--- config.mk ---
export PLATFORM = sky130hd
export DESIGN_NAME = fetch_stage
export DESIGN_NICKNAME = d
export VERILOG_FILES = /design/src/rtl/fetch_stage.sv
export SDC_FILE = /design/constraint.sdc
export NUM_CORES = 1
export LEC_CHECK = 0
export BUFFER_PORTS_ARGS = -buffer_cell sky130_fd_sc_hd__buf_2
export CAP_MARGIN = 25
export CORE_UTILIZATION = 50
export CTS_BUF_LIST = sky130_fd_sc_hd__clkbuf_8
export DETAILED_ROUTE_END_ITERATION = 8
export PLACE_DENSITY = 0.81
export SLEW_MARGIN = 10
export SYNTH_ARGS = -nofsm -noshare
export SYNTH_HDL_FRONTEND = slang
export SYNTH_SLANG_ARGS = --single-unit
--- constraint.sdc ---
create_clock -name clk -period 2.77 [get_ports clk]
set_input_delay 0.4155 -clock clk [delete_from_list [all_inputs] [get_ports clk]]
set_output_delay 0.4155 -clock clk [all_outputs]
set_load 0.005 [all_outputs]
--- src/rtl/fetch_stage.sv ---
// IF stage: owns the PC and the IF/ID register. Optional FETCH_PERF_CNT_EN adds stall/squash counters.
// Latency: imem_addr is combinational from pc; the word fetched at pc appears on if_id_* one edge later.
// Backpressure: stall holds pc and IF/ID; redirect overrides stall, loads the target and inserts a bubble.
module fetch_stage #(
    parameter logic [31:0] RESET_PC = 32'h0000_0000,
    parameter logic [31:0] NOP_WORD = 32'h0000_0000
) (
    input  logic        clk,
    input  logic        reset,
    input  logic        stall,
    input  logic        redirect,
    input  logic [31:0] redirect_target,
    output logic [31:0] imem_addr,
    input  logic [31:0] imem_rdata,
    output logic [31:0] if_id_instr,
    output logic [31:0] if_id_pc_plus4,
`ifdef FETCH_PERF_CNT_EN
    output logic [31:0] stall_cycles,
    output logic [31:0] squash_count,
`endif
    output logic        if_id_valid
);

    logic [31:0] pc;
    logic [31:0] pc_plus4;
    logic        unused_target_lsbs;

    assign imem_addr          = pc;
    assign pc_plus4           = pc + 32'd4;
    assign unused_target_lsbs = ^redirect_target[1:0];

    // Redirect belongs to an older instruction, so it wins over a stall.
    always_ff @(posedge clk) begin
        if (reset) begin
            pc             <= RESET_PC;
            if_id_instr    <= NOP_WORD;
            if_id_pc_plus4 <= 32'd0;
            if_id_valid    <= 1'b0;
        end else if (redirect) begin
            pc             <= {redirect_target[31:2], 2'b00};
            if_id_instr    <= NOP_WORD;
            if_id_pc_plus4 <= 32'd0;
            if_id_valid    <= 1'b0;
        end else if (!stall) begin
            pc             <= pc_plus4;
            if_id_instr    <= imem_rdata;
            if_id_pc_plus4 <= pc_plus4;
            if_id_valid    <= 1'b1;
        end
    end

`ifdef FETCH_PERF_CNT_EN
    always_ff @(posedge clk) begin
        if (reset) begin
            stall_cycles <= 32'd0;
            squash_count <= 32'd0;
        end else begin
            if (redirect && squash_count != 32'hFFFF_FFFF)
                squash_count <= squash_count + 32'd1;
            if (stall && !redirect && stall_cycles != 32'hFFFF_FFFF)
                stall_cycles <= stall_cycles + 32'd1;
        end
    end
`endif

endmodule
[Word-level counts from Yosys, hierarchy flattened]
Cells that the tools add are included.
Word-level totals
  flip-flop bits (word level): 97
  bits in latches: 0
  RAM bits: 0
  bits in read-only memories: 0
  bits of input ports: 68
  logic and storage cells: 10
  memories kept: 0
Operators by class
  add/subtract/negate cells: 1
  $mul: 0
  div/mod/pow operators: 0
  order comparisons: 0
  equal/unequal tests: 1
  shift operators: 0
  multiplexer cells: 2
  bitwise operators: 0
  reductions and logical operators: 1
Operators by type and width (number)
  $mux 32: 2
  $add 32x3->32 const B: 1
  $ne 2x1->1 const B: 1
  $reduce_or 2->1: 1

[Longest topological paths before layout]
  word-level depth: 3
  depth in mapped cells: 7
  mapped depth without buffers: 5

[Least setup slack after synthesis]
No wires, ideal clock.
  kind: register to register
  start: reg pc[5] (netlist: imem_addr[5])
  end: reg pc[23] (netlist: imem_addr[23])
  library setup time: 0.091 ns
  arrival time: 1.982 ns
  setup slack: 0.697 ns
  cell stages (with the launch flop): 7
  path buffers: 2
  cells stage by stage: dfxtp_1 > clkbuf_2 > nand4_4 > or4_1 > clkbuf_1 > or4_1 > a311oi_1
Between the ends
  cells in the longest elaborated chain, start to end: 3
RTL lines
  from (decl): line 24  | logic [31:0] pc;
  from (signal assigned): line 40  | pc <= {redirect_target[31:2], 2'b00};
  from (signal assigned): line 45  | pc <= pc_plus4;
  $add 32x3->32: line 29  | assign pc_plus4 = pc + 32'd4;
  $mux 32: line 44  | end else if (!stall) begin
  $mux 32: line 39  | end else if (redirect) begin
Every way passes these cells. The select of a mux whose other input is x is not followed.
A chain may end at the register's enable or synchronous reset.

[Worst setup path in the final report]
  start: reg pc[20] (netlist: imem_addr[20])
  end: reg pc[30] (netlist: imem_addr[30])
The elaborated chain is that of the path after synthesis.

==> results.txt <==
Leakage = 0.00241 uW
Post-CTS setup buffers = 0
Post-synth EDFFs = 0
Post-synth ARST share = 0%
DR vias = 4564
Total grt overflow = 0
IO Pins = 165
Hold-fix buffers, CTS = 0
CTS resizes = 0
Drc violations = 0
Layout area overhead = 24.2%
Core Area = 0.00868 mm2
Cell variety after synth = 48
Yosys Warn Count = 0
Share of cells above drive strength 1 = 30.1%
CP startpoint kind = flop
Synth top area cells = dfxtp_1 (42%), mux2i_1 (7.6%), nor2_1 (5.9%)
Worst path required time = 3.07 ns
Power Density = 498 mW/mm2
Die span in x = 96.7 um
Area leader, netlist = dfxtp_1
Clock Pin Slew Worst Setup and Hold Paths = 0.11 ns
Initial antenna violation count = 0
Average size of a mapped cell = 8.55 um2
Final setup fails = 0
Skew final = 0.0120 ns
Longest Clk Path Bufs = 2
RSZ-0062 raised after global routing = no
Crit end category = flop
Highest Clock Rate = 427 MHz
Total number of H-tree levels = 3
Port Buffers = 158
Initial Utilization = 51.6%
Final hold vios = 0
Root Buffer = clkbuf_8
Routed vias/inst = 5.87
Commonest cells in the netlist = dfxtp_1 (93), nor2_1 (71), clkbuf_1 (39)
Top_reg_cell synth = dfxtp_1
Placed Cells = 762
GRT Overall Usage = 27.0%
Worst r2r path cells = 4
Largest net degree at the start of global routing = 46
Synth top area share = 41.6%
Row cnt = 34
Worst VDD drop = 351 uV
Worst EP arrival = 2.64 ns
#FFs+latches synth = 93
Detailed-route wire length per cell = 16.2 um
Antenna cells = 0
Final worst-path cycle share = 84.6%
Post-layout util = 64.1%
GPL Wtd Cong = 0.909
CTS tree = done
Setup TNS = 0 ns
Hold Crit Depth = 3
Max-Cap Viols = 0
Starting DRC count in detailed routing = 257
Final min period = 2.34 ns
Top-count cell post-synth = dfxtp_1
Die Y = 96.7 um
Max Slew Vio Count = 0
Crit path max fanout = 13
Total iterations of the first detailed-routing run = 5
Post-synthesis instance area = 0.00448 mm2
Outcome = complete, no violations
Seq/Total Area, Yosys = 41.6%
Final wirelength = 12.6 mm
Post-synthesis instance total = 524
Non-Filler Instances = 778
DP HPWL = 9.16 mm
Final ANT Viol Nets = 0
First-pass GRT wire length = 20.7 mm
Final net count = 734
Slew HR = 51.2%
Clock latency on the worst-skew pair = 0.38 ns
Worst-Margin Slew = 0.726 ns
WS Path Type = flop to flop
# clock sinks = 93
Cts bufs inserted = 9
Vias in the first global route = 4296
HP Class = primary input to flop
Die area = 0.00934 mm2
[metrics by stage]
step | instance area (um2) | hold slack [ns] | total power, uW | worst slack [ns]
2_1_floorplan | 4490 | 0.447 | 1690 | 0.697
3_3_place_gp | 5350 | 0.436 | 1840 | 0.563
3_5_place_dp | 5350 | 0.459 | 1850 | 0.469
4_1_cts | 5560 | 0.247 | 2780 | 0.431
5_1_grt | 5560 | 0.255 | 2890 | 0.256
6_report | 5560 | 0.259 | 2770 | 0.426
[final cells by class]
cell class | count | area, um2
Clock inverter | 7 | 88.8
Timing Repair Buffer | 177 | 933
Fill cell | 754 | 3110
Clock buffer | 9 | 124
Tap cell | 108 | 135
Inverter | 11 | 41.3
Multi-Input combinational cell | 373 | 2380
Sequential cell | 93 | 1860
[where the power goes]
group / internal (uW) / switching, uW / total [uW]
clock network: 366 / 577 / 943
logic: 166 / 184 / 351
registers: 1400 / 78.6 / 1480
total: 1930 / 839 / 2770
[routing by layer]
layer / share of wire (%) / vias to the layer above / global-route usage (%) / wire length (um)
met4: 2.5 / 0 / 10.4 / 317
met5: 0 / - / 0 / 0
li1: - / 2204 / - / -
met1: 41 / 2112 / 34.1 / 5180
met2: 48 / 218 / 45.1 / 6010
met3: 8.6 / 30 / 5.42 / 1080
[registers in the layout (all words and copies together) (netlist names)]
register	flops
if_id_instr	32
if_id_pc_plus4	30
imem_addr	30
if_id_valid	1
[path summary, 6_finish.rpt]
check                                  start                           end  slack (ns)
setup / recovery  imem_addr[20]$_SDFFE_PP0P_    imem_addr[30]$_SDFFE_PP0P_        0.43
hold / removal                imem_rdata[15]  if_id_instr[15]$_SDFFE_PP0N_        0.26
setup reg to reg  imem_addr[20]$_SDFFE_PP0P_    imem_addr[30]$_SDFFE_PP0P_        0.43
hold reg to reg     if_id_valid$_SDFFE_PP0N_      if_id_valid$_SDFFE_PP0N_        0.47
[worst max-delay path, stage by stage, from the launching register on]
cell and delay, ns:
dfxtp_1 0.59, nand4_2 0.26, or4_4 0.62, or4_1 0.53
a311oi_1 0.26
[kinds of logic after synthesis]
logic type	after synthesis	synth area share, %
AO/OA/AOI/OAI	114	17.0
XOR/XNOR	19	3.72
adder cells (fa/ha/maj)	1	0.279
buffers and inverters	61	5.56
flip-flops	93	41.6
multiplexers	34	7.60
other	1	0.0837
AND/OR/NAND/NOR	201	24.2
[layout by cell type (no fill, tap or decap), types with 14 or more instances in the layout]
master      n
or4_1      16
a21oi_1    19
mux2i_1    34
nor4_1     14
xnor2_1    16
nor3_1     18
buf_2     158
nor2_1     71
o21ai_0    33
nand2_1    21
a311oi_1   18
dfxtp_1    93
buf_4      19
No activity file was read; power rests on OpenSTA's default activity.
